File: config.mk
export PLATFORM = sky130hd
export DESIGN_NAME = keypad_matrix_scanner_flat
export DESIGN_NICKNAME = d
export VERILOG_FILES = /design/src/rtl/keypad_matrix_scanner_if.sv /design/src/rtl/keypad_matrix_scanner.sv /design/src/flat_wrapper.sv
export SDC_FILE = /design/constraint.sdc
export NUM_CORES = 1
export LEC_CHECK = 0
export ABC_AREA = 1
export BUFFER_PORTS_ARGS = -buffer_cell sky130_fd_sc_hd__buf_2
export CAP_MARGIN = 15
export CORE_MARGIN = 2
export CORE_UTILIZATION = 25
export CTS_BUF_LIST = sky130_fd_sc_hd__clkbuf_4
export DETAILED_ROUTE_END_ITERATION = 12
export PLACE_DENSITY = 0.4
export SYNTH_ARGS = -nofsm -noshare
export SYNTH_HDL_FRONTEND = slang
export SYNTH_SLANG_ARGS = --single-unit
File: constraint.sdc
create_clock -name clk -period 2.31 [get_ports clk]
set_clock_uncertainty 0.05 [all_clocks]
set_input_delay 0.231 -clock clk [delete_from_list [all_inputs] [get_ports clk]]
set_output_delay 0.231 -clock clk [all_outputs]
set_load 0.03 [all_outputs]
File: src/rtl/keypad_matrix_scanner_if.sv
// keypad_matrix_scanner_if: key event stream from the scanner FIFO to the consumer
interface keypad_matrix_scanner_if #(parameter int CODE_W = 5);
  logic [CODE_W-1:0] o_data;
  logic o_release;
  logic o_valid;
  logic i_ready;
  modport master (output o_data, o_release, o_valid, input i_ready);
  modport slave (input o_data, o_release, o_valid, output i_ready);
endinterface

File: src/rtl/keypad_matrix_scanner.sv
// keypad_matrix_scanner: one-hot matrix scan plus aux pins, per-frame debounce, event FIFO.
// Define KEYPAD_RELEASE_EN to also queue release events.
module keypad_matrix_scanner #(
  parameter int N_ROWS = 4,
  parameter int N_COLS = 4,
  parameter int N_AUX = 6,
  parameter int SETTLE_CYCLES = 4,
  parameter int DEBOUNCE_FRAMES = 3,
  parameter int FIFO_DEPTH = 4,
  localparam int AW = N_AUX > 0 ? N_AUX : 1,
  localparam int NK = N_ROWS * N_COLS + N_AUX,
  localparam int CODE_W = $clog2(NK)
) (
  input  logic clk,
  input  logic rst,
  output logic [N_ROWS-1:0] o_word_lines,
  input  logic [N_COLS-1:0] i_bit_lines,
  input  logic [AW-1:0] i_aux,
  output logic o_overflow,
  input  logic i_clear_overflow,
  keypad_matrix_scanner_if.master evt
);
  localparam logic [1:0] SCAN = 2'd0;
  localparam logic [1:0] COMPARE = 2'd1;
  localparam logic [1:0] EMIT = 2'd2;
  localparam int RW = $clog2(N_ROWS);
  localparam int SW = $clog2(SETTLE_CYCLES);
  localparam int BW = $clog2(DEBOUNCE_FRAMES + 1);
  localparam int PW = $clog2(FIFO_DEPTH);
`ifdef KEYPAD_RELEASE_EN
  localparam int EW = CODE_W + 1;
`else
  localparam int EW = CODE_W;
`endif
  logic [1:0] state_q, state_d;
  logic [RW-1:0] row_q, row_d;
  logic [SW-1:0] cnt_q, cnt_d;
  logic [NK-1:0] frame_q, frame_d, prev_q, prev_d, deb_q, deb_d, diff_q, diff_d;
  logic [BW-1:0] stable_q, stable_d;
  logic [CODE_W-1:0] idx_q, idx_d;
  logic primed_q, primed_d;
  logic [EW-1:0] mem_q [FIFO_DEPTH];
  logic [PW:0] wp_q, rp_q;
  logic [EW-1:0] entry, head;
  logic push, pop, full, empty, wr;
  always_comb begin
    state_d = state_q;
    row_d = row_q;
    cnt_d = cnt_q;
    frame_d = frame_q;
    prev_d = prev_q;
    deb_d = deb_q;
    diff_d = diff_q;
    stable_d = stable_q;
    idx_d = idx_q;
    primed_d = primed_q;
    case (state_q)
      SCAN: begin
        cnt_d = cnt_q + 1'b1;
        if (cnt_q == SW'(SETTLE_CYCLES - 1)) begin
          cnt_d = '0;
          frame_d[int'(row_q) * N_COLS +: N_COLS] = i_bit_lines;
          row_d = row_q + 1'b1;
          if (row_q == RW'(N_ROWS - 1)) begin
            row_d = '0;
            state_d = COMPARE;
            for (int i = 0; i < N_AUX; i++) frame_d[N_ROWS * N_COLS + i] = i_aux[i];
          end
        end
      end
      COMPARE: begin
        // row 0 is already driven here, so this cycle counts toward its settle time
        state_d = SCAN;
        cnt_d = SW'(1);
        if (frame_q != prev_q) begin
          prev_d = frame_q;
          stable_d = '0;
        end else if (stable_q == BW'(DEBOUNCE_FRAMES - 1) && !primed_q) begin
          // first stable frame after reset is adopted silently: keys held through reset stay quiet
          primed_d = 1'b1;
          deb_d = frame_q;
          stable_d = stable_q + 1'b1;
        end else if (stable_q == BW'(DEBOUNCE_FRAMES - 1) && frame_q != deb_q) begin
          diff_d = frame_q ^ deb_q;
          deb_d = frame_q;
          idx_d = '0;
          cnt_d = '0;
          state_d = EMIT;
        end else begin
          stable_d = stable_q == BW'(DEBOUNCE_FRAMES) ? stable_q : stable_q + 1'b1;
        end
      end
      EMIT: begin
        idx_d = idx_q + 1'b1;
        cnt_d = '0;
        state_d = idx_q == CODE_W'(NK - 1) ? SCAN : EMIT;
      end
      default: state_d = SCAN;
    endcase
  end
`ifdef KEYPAD_RELEASE_EN
  assign push = state_q == EMIT && diff_q[idx_q];
  assign entry = {~deb_q[idx_q], idx_q};
  assign evt.o_release = head[CODE_W];
`else
  assign push = state_q == EMIT && diff_q[idx_q] && deb_q[idx_q];
  assign entry = idx_q;
  assign evt.o_release = 1'b0;
`endif
  assign empty = wp_q == rp_q;
  assign full = (wp_q ^ rp_q) == {1'b1, {PW{1'b0}}};
  assign pop = evt.o_valid && evt.i_ready;
  assign wr = push && (!full || pop);
  assign head = mem_q[rp_q[PW-1:0]];
  assign evt.o_valid = !empty;
  assign evt.o_data = head[CODE_W-1:0];
  assign o_word_lines = N_ROWS'(1) << row_q;
  always_ff @(posedge clk) begin
    if (rst) begin
      state_q <= SCAN;
      row_q <= '0;
      cnt_q <= '0;
      frame_q <= '0;
      prev_q <= '0;
      deb_q <= '0;
      diff_q <= '0;
      stable_q <= '0;
      idx_q <= '0;
      primed_q <= 1'b0;
      wp_q <= '0;
      rp_q <= '0;
      o_overflow <= 1'b0;
      for (int i = 0; i < FIFO_DEPTH; i++) mem_q[i] <= '0;
    end else begin
      state_q <= state_d;
      row_q <= row_d;
      cnt_q <= cnt_d;
      frame_q <= frame_d;
      prev_q <= prev_d;
      deb_q <= deb_d;
      diff_q <= diff_d;
      stable_q <= stable_d;
      idx_q <= idx_d;
      primed_q <= primed_d;
      wp_q <= wp_q + (PW+1)'(wr);
      rp_q <= rp_q + (PW+1)'(pop);
      o_overflow <= (push && full && !pop) ? 1'b1 : i_clear_overflow ? 1'b0 : o_overflow;
      if (wr) mem_q[wp_q[PW-1:0]] <= entry;
    end
  end
endmodule

File: src/flat_wrapper.sv
// flat-port wrapper written by rule: the top's interface ports become plain ports
module keypad_matrix_scanner_flat 
#(
  parameter int N_ROWS = 4,
  parameter int N_COLS = 4,
  parameter int N_AUX = 6,
  parameter int SETTLE_CYCLES = 4,
  parameter int DEBOUNCE_FRAMES = 3,
  parameter int FIFO_DEPTH = 4,
  localparam int AW = N_AUX > 0 ? N_AUX : 1,
  localparam int NK = N_ROWS * N_COLS + N_AUX,
  localparam int CODE_W = $clog2(NK)
)
  (clk, rst, o_word_lines, i_bit_lines, i_aux, o_overflow, i_clear_overflow, evt_o_data, evt_o_release, evt_o_valid, evt_i_ready);
  keypad_matrix_scanner_if evt_i ();
  input  logic clk;
  input  logic rst;
  output logic [N_ROWS-1:0] o_word_lines;
  input  logic [N_COLS-1:0] i_bit_lines;
  input  logic [AW-1:0] i_aux;
  output logic o_overflow;
  input  logic i_clear_overflow;
  output wire logic [$bits(evt_i.o_data)-1:0] evt_o_data;
  output wire logic [$bits(evt_i.o_release)-1:0] evt_o_release;
  output wire logic [$bits(evt_i.o_valid)-1:0] evt_o_valid;
  input wire logic [$bits(evt_i.i_ready)-1:0] evt_i_ready;
  assign evt_o_data = evt_i.o_data;
  assign evt_o_release = evt_i.o_release;
  assign evt_o_valid = evt_i.o_valid;
  assign evt_i.i_ready = evt_i_ready;
  keypad_matrix_scanner #(.N_ROWS(N_ROWS), .N_COLS(N_COLS), .N_AUX(N_AUX), .SETTLE_CYCLES(SETTLE_CYCLES), .DEBOUNCE_FRAMES(DEBOUNCE_FRAMES), .FIFO_DEPTH(FIFO_DEPTH)) u_core (.clk(clk), .rst(rst), .o_word_lines(o_word_lines), .i_bit_lines(i_bit_lines), .i_aux(i_aux), .o_overflow(o_overflow), .i_clear_overflow(i_clear_overflow), .evt(evt_i));
endmodule
# After elaboration in Yosys (flattened, before gate mapping)
# Memory sizes are Yosys's and may differ from the RTL's. A register that Yosys moved wholly into a read port is not among the register bits.
# Cells that the tools add are included.
# totals
output_inout_bits,12
ramBits,20
regBits,109
elab_cells,114
memories,1
# op_classes
n_bitwise,4
muxes,40
n_shift,3
order_cmp,1
eq_ne,18
reduce_logical,27
addsub,7
# memory_table
name,words,width,read_ports,rd_clocked_by_memory_dff,wr,line,source
u_core.mem_q,4,5,1,1,4,keypad_matrix_scanner.sv:42,logic [EW-1:0] mem_q [FIFO_DEPTH];
# ops
operator,count
$mux 22,2
$ne 22x22->1,2
$neg 4->33,1
$shift 4x33->22 const A,1
$shiftx 4x33->22,1
$mux 2,16
$bwmux 22,1
$xor 22x22->22,1
$mux 5,4
$pmux 2 s3,2
$mux 1,11
$bmux 1 s5,2
$eq 2x2->1 const B,5
$pmux 5 s2,1
$reduce_and 3->1,3
$logic_and 1x1->1,8
$reduce_and 4->1,2
$add 2x1->2 const B,3
$add 3x1->3,2
$lt 5x6->1 const B,1
$mux 6,1
$ne 2x1->1 const B,3
$ne 3x1->1 const B,2
$reduce_and 2->1,3
15 further kinds,22

# Logic depth before layout (Yosys ltp)
# Gate-level depths: netlist (run 1).
# logic_depth
word_depth,10
depth_mapped,16
depth_no_buf,15

# Worst setup path before layout (run 1)
# No wires, ideal clock.
# synth_timing
kind,reg-to-reg
from,"reg u_core.idx_q[0], in the netlist u_core.entry[0]"
to,"mem u_core.mem_q[2][0] in the netlist's numbering, enable pin"
path_stages_with_launch,10
t_arrival_ns,1.645
slack_ns,0.241
required_ns,1.886
n_path_buf,2
setup_ns,0.374
cell_sequence,dfxtp_1 buf_2 buf_6 o21ai_1 o21ai_0 o21ai_0 nand3_1 nand2_1 nand3_2 o21ai_0
# synth_rtl
item,line,source
"start, declared",keypad_matrix_scanner.sv:40,"logic [CODE_W-1:0] idx_q, idx_d;"
"start signal, assigned",keypad_matrix_scanner.sv:143,idx_q <= idx_d;
"end, declared",keypad_matrix_scanner.sv:42,

# Final worst setup path (run 1)
# layout_timing
from,"reg u_core.idx_q[0], in the netlist u_core.entry[0]"
to,reg u_core.o_overflow
# layout_between
elab_chain_cells,7
# layout_lines
item,line,source
$bmux 1 s5,keypad_matrix_scanner.sv:106,assign push = state_q == EMIT && diff_q[idx_q] && deb_q[idx_q];
$mux 1 (implied by the code),keypad_matrix_scanner.sv:106,
$logic_and 1x1->1,keypad_matrix_scanner.sv:106,
$logic_and 1x1->1 *,keypad_matrix_scanner.sv:106,
$logic_and 1x1->1 * (2 in a row),keypad_matrix_scanner.sv:147,o_overflow <= (push && full && !pop) ? 1'b1 : i_clear_overflow ? 1'b0 : o_overflow;
$mux 1 or $reduce_bool 2->1 (tied branches),-,
"end signal, assigned",keypad_matrix_scanner.sv:147,
"end, declared",keypad_matrix_scanner.sv:19,"output logic o_overflow,"
# Every way passes the cells marked *; elsewhere a longest branch is shown, timed or not. The select of a mux whose other input is x is not followed.
# A chain may end at the register's enable or synchronous reset.

==> impl_summary.log, run 1 <==
INFO  metric syn2layout_area_growth = 18.66%
INFO  metric critPathLaunchType = flop
INFO  metric timing.critical_path.slowest_cell_delay = 560 ps
INFO  metric core = roughly 25000 um^2
INFO  metric met1Wirelength = 8.781 mm
INFO  metric gp_routability_congestion = 0.7210
INFO  metric final_net_count = approximately 970
INFO  metric critPathKind = reg -> reg
INFO  metric start_util = between 20% and 30%
INFO  metric post_route_cells_drive_above_1_share = 13.89%
INFO  metric worst_path_max_delay_cell = dlygate4sd3_1
INFO  metric layout_worst_path_cycle_share = 93.35%
INFO  metric crit_arrival = around 2600 ps
INFO  metric drt-vias-per-instance = 4.359
INFO  metric dp.final_hpwl = 12.51 mm
INFO  metric cts_tree = built
INFO  metric detailroute.via_count = 5553
INFO  metric synth-async-reset-ratio = 0%
INFO  metric postSynthAreaPerCell = 7.443 um^2
INFO  metric die_x = 165.1 um
INFO  metric design_area = 7701 um^2
INFO  metric synth.ff_latch_count = about 130
INFO  metric drt_pre_antenna_iters = 4
INFO  metric met3_length = 667 um
INFO  metric power_leakage = 3.320 nW
INFO  metric worst_slew_margin_rel = 63.53%
INFO  metric grt_pass1_vias = 5165
INFO  metric synth_top_area_share = 33.62%
INFO  metric worst_ir_drop_on_vdd = between 0.2 and 0.3 mV
INFO  metric cpLargestDelayFamily = buffers and inverters
INFO  metric final_antenna_net_count = 0
INFO  metric crit_chain = buf_4, clkinvlp_4, nand3_1, nand3_1, nand3_1, nand3_1, nand3_1, nand2_2, nand3_1, a21oi_1, dlygate4sd3_1
INFO  metric dpl_cell_area = between 7000 and 8000 um^2
INFO  metric final.hold.worst_slack = 81.19 ps
INFO  metric final_period_minus_worst_setup_slack = 2156 ps
INFO  metric cts-root-to-sink-buffers = 2
INFO  metric timing.max_cap.violations = 0
INFO  metric synth_cells = 872
INFO  metric number_of_flops_mapped_to_enable_cells_by_yosys = 20
INFO  metric vertical_die_dimension = about 170 um
INFO  metric power.density = 596.0 nW/um^2
INFO  metric clk_latency = approximately 550 ps
INFO  metric wl_per_cell = approximately 14 um
INFO  metric grt_pass1_wl = 27.59 mm
INFO  metric fp-row-count = a little under 60
INFO  metric detail_route.iter0.violations = roughly 320
INFO  metric drv_slew = 0
INFO  metric worst_setup_hold_path_clk_slew = ~130 ps
INFO  metric report.final.setup_viol = 0
INFO  metric grt_use_total = roughly an eighth
INFO  metric final_core_utilization = a little under a third
INFO  metric syn_nets = 907
INFO  metric crit_path_frequent_cell = nand3_1
INFO  metric synth_top_cell_by_area = dfxtp_1
INFO  metric top_signal_layer_used = met4
INFO  metric routed-wl-met2 = 7.933 mm
INFO  metric run_status = completed
INFO  metric worstMarginPinSlew = 545.1 ps
INFO  metric primary_ff_master_synth = dfxtp_1
INFO  metric htreeDepth = 4
INFO  metric yosys_warnings = 0
INFO  metric netlist_area = 6490 um^2
INFO  metric netlist-cell-type-count = 40
INFO  metric io-pin-count = 26
INFO  metric place.port_buffers = 24
INFO  metric detail_route.drc_violations = 0
INFO  metric critical_path_peak_fanout = 6
INFO  metric critical_path.endpoint_type = flop
INFO  metric path_buf_inv = 3
INFO  metric root_buffer = clkbuf_4
INFO  metric netlist_top_cells_area = dfxtp_1, nor2_1, edfxtp_1, nand2_1, o21ai_0
INFO  metric seq_area_frac_synth = 42.88%
INFO  metric aggregate_routed_wire_length = 17.52 mm
INFO  metric max_freq = 0.4637 GHz
INFO  metric synthMostInstantiatedCell = nor2_1
INFO  metric grt-ovfl-total = 0
INFO  metric timing.final.hold_violations = 0
INFO  metric fillerInstances = 2786
INFO  metric grt_antenna_before_repair = 1
INFO  metric required_time_worst_endpoint = 2710 ps
INFO  metric maximum_number_of_pins_on_one_net_before_global_route_repair = 57
INFO  metric worst_hold_path_type = in -> reg
INFO  metric clkSinkCount = 129
INFO  metric numCtsBuffers = 17
INFO  metric die_area = around 27000 um^2
INFO  metric totalPowerFinal = 4.590 mW
INFO  metric netlist_top_cells_count = nor2_1, nand2_1, dfxtp_1
==> tightest hold or removal path, cell delays in order <==
cell and delay, ps:
buf_2 90, nand2_1 50, inv_1 50, ha_1 130, inv_1 40, nor2_1 70
==> area by class of cell <==
cell class	instances	area (um^2)	area share, %
Clock inverter	13	210.2	2.729
Tap cell	330	412.9	5.361
Timing Repair Buffer	71	578.1	7.506
Sequential cell	129	2790	36.23
Multi-Input combinational cell	622	3223	41.85
Clock buffer	19	142.6	1.852
Antenna cell	1	2.502	0.03249
Timing Repair inverter	1	7.507	0.09748
Inverter	88	334.1	4.338
==> layer usage <==
| layer | vias up | GRT usage, % |
|---|---|---|
| li1 | 2934 | - |
| met1 | 2513 | 18.46 |
| met2 | 98 | 20.74 |
| met3 | 8 | 2.697 |
| met4 | 0 | 3.478 |
| met5 | - | 0 |
==> cells in the final DEF, fill, tap and decap left out, drive strengths merged <==
master	Yosys	final
dlygate4sd3	0	12
clkinv	5	11
buf	22	59
nand3b	1	1
diode	0	1
a211oi	1	1
bufinv	0	5
edfxtp	20	20
a221oi	2	2
conb	1	1
clkbuf	12	19
ha	21	21
inv	83	83
o22ai	5	5
clkinvlp	0	3
or2	1	1
dfxtp	109	109
nor3	16	16
a21boi	2	2
a21oi	58	58
o211ai	2	2
xor2	19	19
nand4	9	9
nand2	150	150
nand3	50	50
mux2i	1	1
a22oi	4	4
xnor2	16	16
o21ai	83	83
nor2	179	180
==> path summary, 6_finish.rpt <==
kind / depth (start not counted) / to / from / slack (ps)
max: 11 / u_core.o_overflow / u_core.entry[0] / 150
max reg2reg: 11 / u_core.o_overflow / u_core.entry[0] / 150
min reg2reg: 2 / u_core.prev_q[4] / u_core.prev_q[4] / 420
min: 6 / u_core.rp_q[0] / evt_i_ready / 80
==> cells by family (layout without fill, tap and decap cells) <==
family          count (synthesis)  count (layout)  share of synthesized area (%)
simple gates                  406             407                          26.45
compound gates                157             157                          12.94
flops                         129             129                          42.88
buf+inv                       122             192                          8.753
xor+xnor                       35              35                          4.723
fa+ha+maj                      21              21                          4.049
other cells                     1               2                        0.05778
mux                             1               1                         0.1542
==> report_power, final <==
part / total (mW) / internal [mW] / switching (mW)
Sequential: 2.32 / 2.30 / 0.0208
Clock: 1.92 / 0.996 / 0.924
Combinational: 0.347 / 0.124 / 0.223
Total: 4.59 / 3.42 / 1.17
==> flip-flops by register name, indices dropped and copies added, names as in the netlist <==
name and cells:
u_core.deb_q 22, u_core.diff_q 22, u_core.frame_q 22, u_core.prev_q 22
u_core.mem_q 20, u_core.entry 5, u_core.rp_q 3, u_core.wp_q 3
u_core.cnt_q 2, u_core.row_q 2, u_core.stable_q 2, u_core.state_q 2
u_core.o_overflow 1, u_core.primed_q 1
==> what timing repair did <==
action                                 CTS  global route
pin swaps                                0             1
gates resized for setup                  6            20
endpoints found under the hold margin   18             0
hold buffers                            12             0
setup buffers                            0             4
setup endpoints to repair               12            48
gates cloned                             0             2
==> stage by stage <==
step / setup TNS, ps / setup slack (ps) / cells
finish: 0 / 153.5 / 1274
global route: -151.8 / -22.33 / 1274
CTS: 0 / 23.10 / 1267
detailed placement: -1689 / -179.0 / 1223
global placement: -1531 / -165.8 / 1223
floorplan: 0 / 241.2 / 872
Power figures use the tool's default switching activity.
==> run 2: changes to the inputs <==
- CTS_CLUSTER_DIAMETER: unset -> 30
- RECOVER_POWER: unset -> 50
==> run 2 against run 1 <==
  * Final cell count did not move
  * Critical path depth did not move
  * Critical path type unchanged
  * Sequential share of layout area rose by 0.059 points
  * Largest cell class unchanged
==> impl_summary.log, run 2 (synthesis results as in run 1) <==
INFO  metric root_buffer = clkbuf_4
INFO  metric drt_pre_antenna_iters = 6
INFO  metric layout_common_cells = nor2_1, nand2_1, dfxtp_1, o21ai_0, inv_1
INFO  metric timing.hold.worst.start = evt_i_ready
INFO  metric internal_power = 3.418 mW
INFO  metric clk_latency = 550 ps
INFO  metric pwr-share-seq = 50.6%
INFO  metric drv_slew = 0
INFO  metric die_x = 165.1 um
INFO  metric final_antenna_net_count = 0
INFO  metric critPathLaunchType = flop
INFO  metric layout.cells.most_common = nor2_1
INFO  metric critical_path_peak_fanout = 6
INFO  metric final_core_utilization = between 30% and 40%
INFO  metric power_leakage = 3.295 nW
INFO  metric timing.rr.start = u_core.entry[0]
INFO  metric critical_path.endpoint_type = flop
INFO  metric place.port_buffers = 24
INFO  metric grt_use_total = 13.22%
INFO  metric io-pin-count = 26
INFO  metric htreeDepth = 4
INFO  metric critPathKind = reg -> reg
INFO  metric core = between 20000 and 30000 um^2
INFO  metric grt_pass1_vias = 5165
INFO  metric max_freq = around 0.47 GHz
INFO  metric grt_antenna_before_repair = 1
INFO  metric numCtsBuffers = 17
INFO  metric drt-vias-per-instance = roughly 4.4
INFO  metric fillerInstances = roughly 2800
INFO  metric cts-root-to-sink-buffers = 2
INFO  metric maximum_number_of_pins_on_one_net_before_global_route_repair = 57
INFO  metric p_switching = 1.168 mW
INFO  metric worst_slew_margin_rel = 63.56%
INFO  metric grt_pass1_wl = ~28 mm
INFO  metric detail_route.iter0.violations = 318
INFO  metric vertical_die_dimension = 165.1 um
INFO  metric aggregate_routed_wire_length = 17.55 mm
INFO  metric syn2layout_area_growth = 18.47%
INFO  metric crit_arrival = 2550 ps
INFO  metric worst_setup_hold_path_clk_slew = 130 ps
INFO  metric worstMarginPinSlew = 544.6 ps
INFO  metric final.hold.worst_slack = approximately 76 ps
INFO  metric worst_setup_path_start = u_core.entry[0]
INFO  metric layout_worst_path_cycle_share = between 90% and 100%
INFO  metric clkSinkCount = 129
INFO  metric worst_hold_path_type = in -> reg
INFO  metric required_time_worst_endpoint = 2710 ps
INFO  metric final_period_minus_worst_setup_slack = roughly 2100 ps
INFO  metric fp-row-count = 58
INFO  metric dpl_cell_area = 7068 um^2
INFO  metric post_route_cells_drive_above_1_share = around an eighth
INFO  metric power.density = between 500 and 600 nW/um^2
INFO  metric grt-ovfl-total = 0
INFO  metric die_area = between 20000 and 30000 um^2
INFO  metric dp.final_hpwl = 12.51 mm
INFO  metric cts_tree = built
INFO  metric timing.max_cap.violations = 0
INFO  metric wl_per_cell = 13.77 um
INFO  metric clock_network_power_share = roughly two fifths
INFO  metric detail_route.drc_violations = 0
INFO  metric start_util = 25.62%
INFO  metric combPwrFrac = 7.5%
INFO  metric design_area = 7689 um^2
INFO  metric run_status = completed
INFO  metric detailroute.via_count = 5555
INFO  metric report.final.setup_viol = 0
INFO  metric timing.final.hold_violations = 0
INFO  metric final_net_count = between 900 and 1000
INFO  metric sw_frac_of_total = between 20% and 30%
INFO  metric gp_routability_congestion = 0.7210
INFO  metric worst_ir_drop_on_vdd = 0.2758 mV
==> run 2: cell types whose count changed in the layout (fill, tap and decap cells not counted), sizes merged <==
cell    change
clkbuf      +6
buf         -6
==> run 2: what timing repair did <==
item | 4_1_cts | 5_1_grt
gates resized for setup | 6 | 20
hold endpoints to repair | 18 | 0
endpoints found under the setup margin | 12 | 48
hold buffers | 12 | 0
pin swaps | 0 | 1
setup buffers | 0 | 4
cloned | 0 | 2
==> run 2: final cells by class <==
class	instances	area, um^2	share of cell area [%]
sequential	129	2790	36.29
clock buffer	19	142.6	1.855
clock inverter	13	210.2	2.734
multi-input combinational	622	3223	41.92
inverter	88	334.1	4.345
tap	330	412.9	5.370
timing repair inverter	1	7.507	0.09764
antenna	1	2.502	0.03255
timing repair buffer	71	565.5	7.356
==> run 2: worst max-delay path: stages, from the launching register on <==
cell	delay, ps
dfxtp_4	420
buf_4	130
clkinvlp_4	140
nand3_1	120
nand3_1	90
nand3_1	100
nand3_1	70
nand3_1	120
nand2_2	100
nand3_1	80
a21oi_1	60
dlygate4sd3_1	560
==> run 2: power groups by stage <==
stage | clock network (mW) | logic, mW | registers (mW)
3_5_place_dp | 0 | 0.325 | 2.37
2_1_floorplan | 0 | 0.211 | 2.37
6_report | 1.92 | 0.344 | 2.32
4_1_cts | 2.00 | 0.342 | 2.32
3_3_place_gp | 0 | 0.327 | 2.37
5_1_grt | 2.08 | 0.385 | 2.33
==> run 2: worst paths after layout <==
kind | to | slack [ps] | cells past startpoint
hold / removal | u_core.rp_q[0] | 80 | 6
setup reg to reg | u_core.o_overflow | 160 | 11
hold reg to reg | u_core.prev_q[4] | 420 | 2
setup / recovery | u_core.o_overflow | 160 | 11
==> run 2: per-stage QoR <==
| step | setup slack (ps) | setup TNS (ps) | std cells | power (mW) |
|---|---|---|---|---|
| after floorplan | 241.2 | 0 | 872 | 2.579 |
| after global placement | -165.8 | -1531 | 1223 | 2.701 |
| after detailed placement | -179.0 | -1689 | 1223 | 2.699 |
| after CTS | 23.10 | 0 | 1267 | 4.662 |
| after global routing | -22.33 | -151.8 | 1274 | 4.794 |
| final | 160.7 | 0 | 1274 | 4.585 |
==> run 2: layer usage <==
metal | vias to the layer above | GRT usage (%) | wire (um) | share of wire (%)
met2 | 87 | 20.74 | 7892 | 45
met4 | 0 | 3.478 | 141 | 0.80
li1 | 2929 | - | - | -
met5 | - | 0 | 0 | 0
met3 | 10 | 2.697 | 641 | 3.7
met1 | 2529 | 18.46 | 8871 | 51
==> run 3: changes to the inputs <==
- CORE_UTILIZATION: 25 -> 45
- GPL_TIMING_DRIVEN: unset -> 0
- PLACE_DENSITY: 0.4 -> 0.59
==> run 3 against run 2 <==
  * Total power shrank 15%
  * Final cell count down 12%
  * Critical path type is now reg -> out
  * Maximum frequency barely moved
  * Cell area fell by 5.1%
  * Setup slack got worse by 1.6 ps
  * Via count increased by 1.9%
  * Clock-buffer cell count shrank 1
  * Critical path depth is 8 lower
==> impl_summary.log, run 3 (synthesis results as in run 1) <==
INFO  metric layout_worst_path_cycle_share = slightly above 90%
INFO  metric layout.cells.most_common = nor2_1
INFO  metric critPathLaunchType = flop
INFO  metric max_freq = 0.4649 GHz
INFO  metric power_leakage = 3.214 nW
INFO  metric critical_path_peak_fanout = 10
INFO  metric io-pin-count = 26
INFO  metric design_area = 7298 um^2
INFO  metric start_util = a little under half
INFO  metric power.density = 536.3 nW/um^2
INFO  metric dp.final_hpwl = 12.16 mm
INFO  metric post_route_cells_drive_above_1_share = 10.81%
INFO  metric detail_route.drc_violations = 0
INFO  metric cts_tree = built
INFO  metric grt-ovfl-total = 0
INFO  metric detailroute.via_count = 5660
INFO  metric vertical_die_dimension = 124.1 um
INFO  metric reg2reg_to = u_core.mem_q[1][1]
INFO  metric run_status = completed
INFO  metric root_buffer = clkbuf_4
INFO  metric maximum_number_of_pins_on_one_net_before_global_route_repair = 17
INFO  metric rsz_0062_raised_after_global_routing = yes
INFO  metric sw_frac_of_total = 25.81%
INFO  metric pwr-share-seq = 59.4%
INFO  metric drv_slew = 0
INFO  metric clk_latency = 550 ps
INFO  metric critPathKind = reg -> out
INFO  metric timing.final.hold_violations = 0
INFO  metric whs_path_depth = 6
INFO  metric gp_routability_congestion = 0.8815
INFO  metric drt-vias-per-instance = roughly 5
INFO  metric p_switching = around 1 mW
INFO  metric combined_area_of_the_multi_input_logic_cells = 3187 um^2
INFO  metric detail_route.iter0.violations = about 330
INFO  metric layout.area.seq = 2784 um^2
INFO  metric internal_power = 2.904 mW
INFO  metric numCtsBuffers = 17
INFO  metric grt_use_total = 22.38%
INFO  metric final_antenna_net_count = 0
INFO  metric timing.rr.start = u_core.entry[0]
INFO  metric cts-root-to-sink-buffers = 2
INFO  metric fillerInstances = 1380
INFO  metric timing.hold.worst.start = evt_i_ready
INFO  metric die_area = about 15000 um^2
INFO  metric place.port_buffers = 24
INFO  metric worst_ir_drop_on_vdd = 0.3071 mV
INFO  metric layout_common_cells = nor2_1, nand2_1, dfxtp_1, o21ai_0, inv_1
INFO  metric wl_per_cell = roughly 14 um
INFO  metric clock_network_power_share = 32.6%
INFO  metric report.final.setup_viol = 0
INFO  metric core = roughly 14000 um^2
INFO  metric worst_setup_hold_path_clk_slew = 100 ps
INFO  metric grt_antenna_before_repair = 1
INFO  metric worst_setup_path_start = u_core.row_q[0]
INFO  metric drt_pre_antenna_iters = 5
INFO  metric grt_pass1_vias = 5397
INFO  metric required_time_worst_endpoint = 2030 ps
INFO  metric clkSinkCount = 129
INFO  metric critical_path.endpoint_type = primary output
INFO  metric timing.final.ws_setup = 159.1 ps
INFO  metric dp_worst_setup_slack = -240.1 ps
INFO  metric grt_pass1_wl = about 26 mm
INFO  metric worst_hold_path_type = in -> reg
INFO  metric worst_slew_margin_rel = 58.18%
INFO  metric syn2layout_area_growth = 12.45%
INFO  metric final_net_count = 969
INFO  metric dpl_cell_area = about 7000 um^2
INFO  metric totalNegativeSetupSlack = 0 ps
INFO  metric die_x = 124.1 um
INFO  metric aggregate_routed_wire_length = 15.87 mm
INFO  metric r2r.worst_path.cells = 11
INFO  metric crit_arrival = approximately 1900 ps
INFO  metric fp-row-count = 43
INFO  metric combPwrFrac = about 8.0%
INFO  metric worstMarginPinSlew = between 600 and 700 ps
INFO  metric final.hold.worst_slack = 89.25 ps
INFO  metric final_period_minus_worst_setup_slack = 2151 ps
INFO  metric ff2ff_setup_slack = 170 ps
INFO  metric timing.max_cap.violations = 0
INFO  metric htreeDepth = 4
INFO  metric hold-path-endpoint = u_core.rp_q[0]
==> run 3: cell count changes in the layout (fill, tap and decap cells not counted), moves of 3 or more <==
| cell | before | now |
|---|---|---|
| bufinv_16 | 5 | 1 |
| clkinv_2 | 1 | 4 |
| clkinv_4 | 4 | 0 |
| inv_2 | 9 | 6 |
| dfxtp_1 | 105 | 108 |
| clkbuf_2 | 0 | 5 |
| clkbuf_1 | 6 | 16 |
| clkinv_1 | 6 | 10 |
| buf_12 | 6 | 1 |
| buf_4 | 27 | 9 |
| buf_6 | 0 | 11 |
==> run 3: how the worst max path moves through the flow <==
| stage | endpoint | slack (ps) |
|---|---|---|
| floorplan | u_core.mem_q[2][0] | 240 |
| global placement | u_core.mem_q[3][0] | -280 |
| detailed placement | u_core.mem_q[3][0] | -240 |
| CTS | u_core.mem_q[1][0] | 10 |
| global route | u_core.mem_q[2][4] | -5 |
| finish | o_word_lines[0] | 160 |
==> run 3: power groups by stage <==
stage	logic [mW]	clock network (mW)	registers [mW]
final	0.311	1.28	2.33
after global routing	0.345	1.43	2.33
after CTS	0.314	1.32	2.33
after detailed placement	0.297	0	2.38
after global placement	0.288	0	2.38
after floorplan	0.211	0	2.37
==> run 3: layout make-up <==
class | instances | share of cell area, %
buffer | 34 | 3.497
multi-input combinational | 621 | 43.67
clock inverter | 11 | 1.029
antenna | 1 | 0.03429
tap | 180 | 3.086
sequential | 129 | 38.15
timing repair buffer | 43 | 4.080
inverter | 88 | 4.612
clock buffer | 18 | 1.852
==> run 3: per-layer routing <==
layer	routed length, um	track usage (%)	share of wire, %	vias to the layer above
li1	-	-	-	2944
met1	7035	26.79	44	2535
met2	7644	38.76	48	147
met3	699	3.800	4.4	34
met4	493	10.88	3.1	0
met5	0	0	0	-
==> run 3: stage by stage <==
step	utilization (%)	cells	total power [mW]
6_report	52.17	1125	3.914
3_5_place_dp	48.86	1076	2.674
2_1_floorplan	-	872	2.579
3_3_place_gp	48.86	1076	2.665
4_1_cts	51.38	1118	3.955
5_1_grt	52.17	1125	4.102
==> run 3: what timing repair did <==
action / 4_1_cts / 5_1_grt
setup buffers: 0 / 6
setup endpoints to repair: 20 / 46
hold buffers: 13 / 0
pin swaps: 0 / 2
hold endpoints to repair: 14 / 0
gates resized for setup: 8 / 18
==> run 3: critical path: stages (launching register included) <==
cell and delay, ps:
dfxtp_1 540, inv_1 260, ha_1 330, buf_2 200
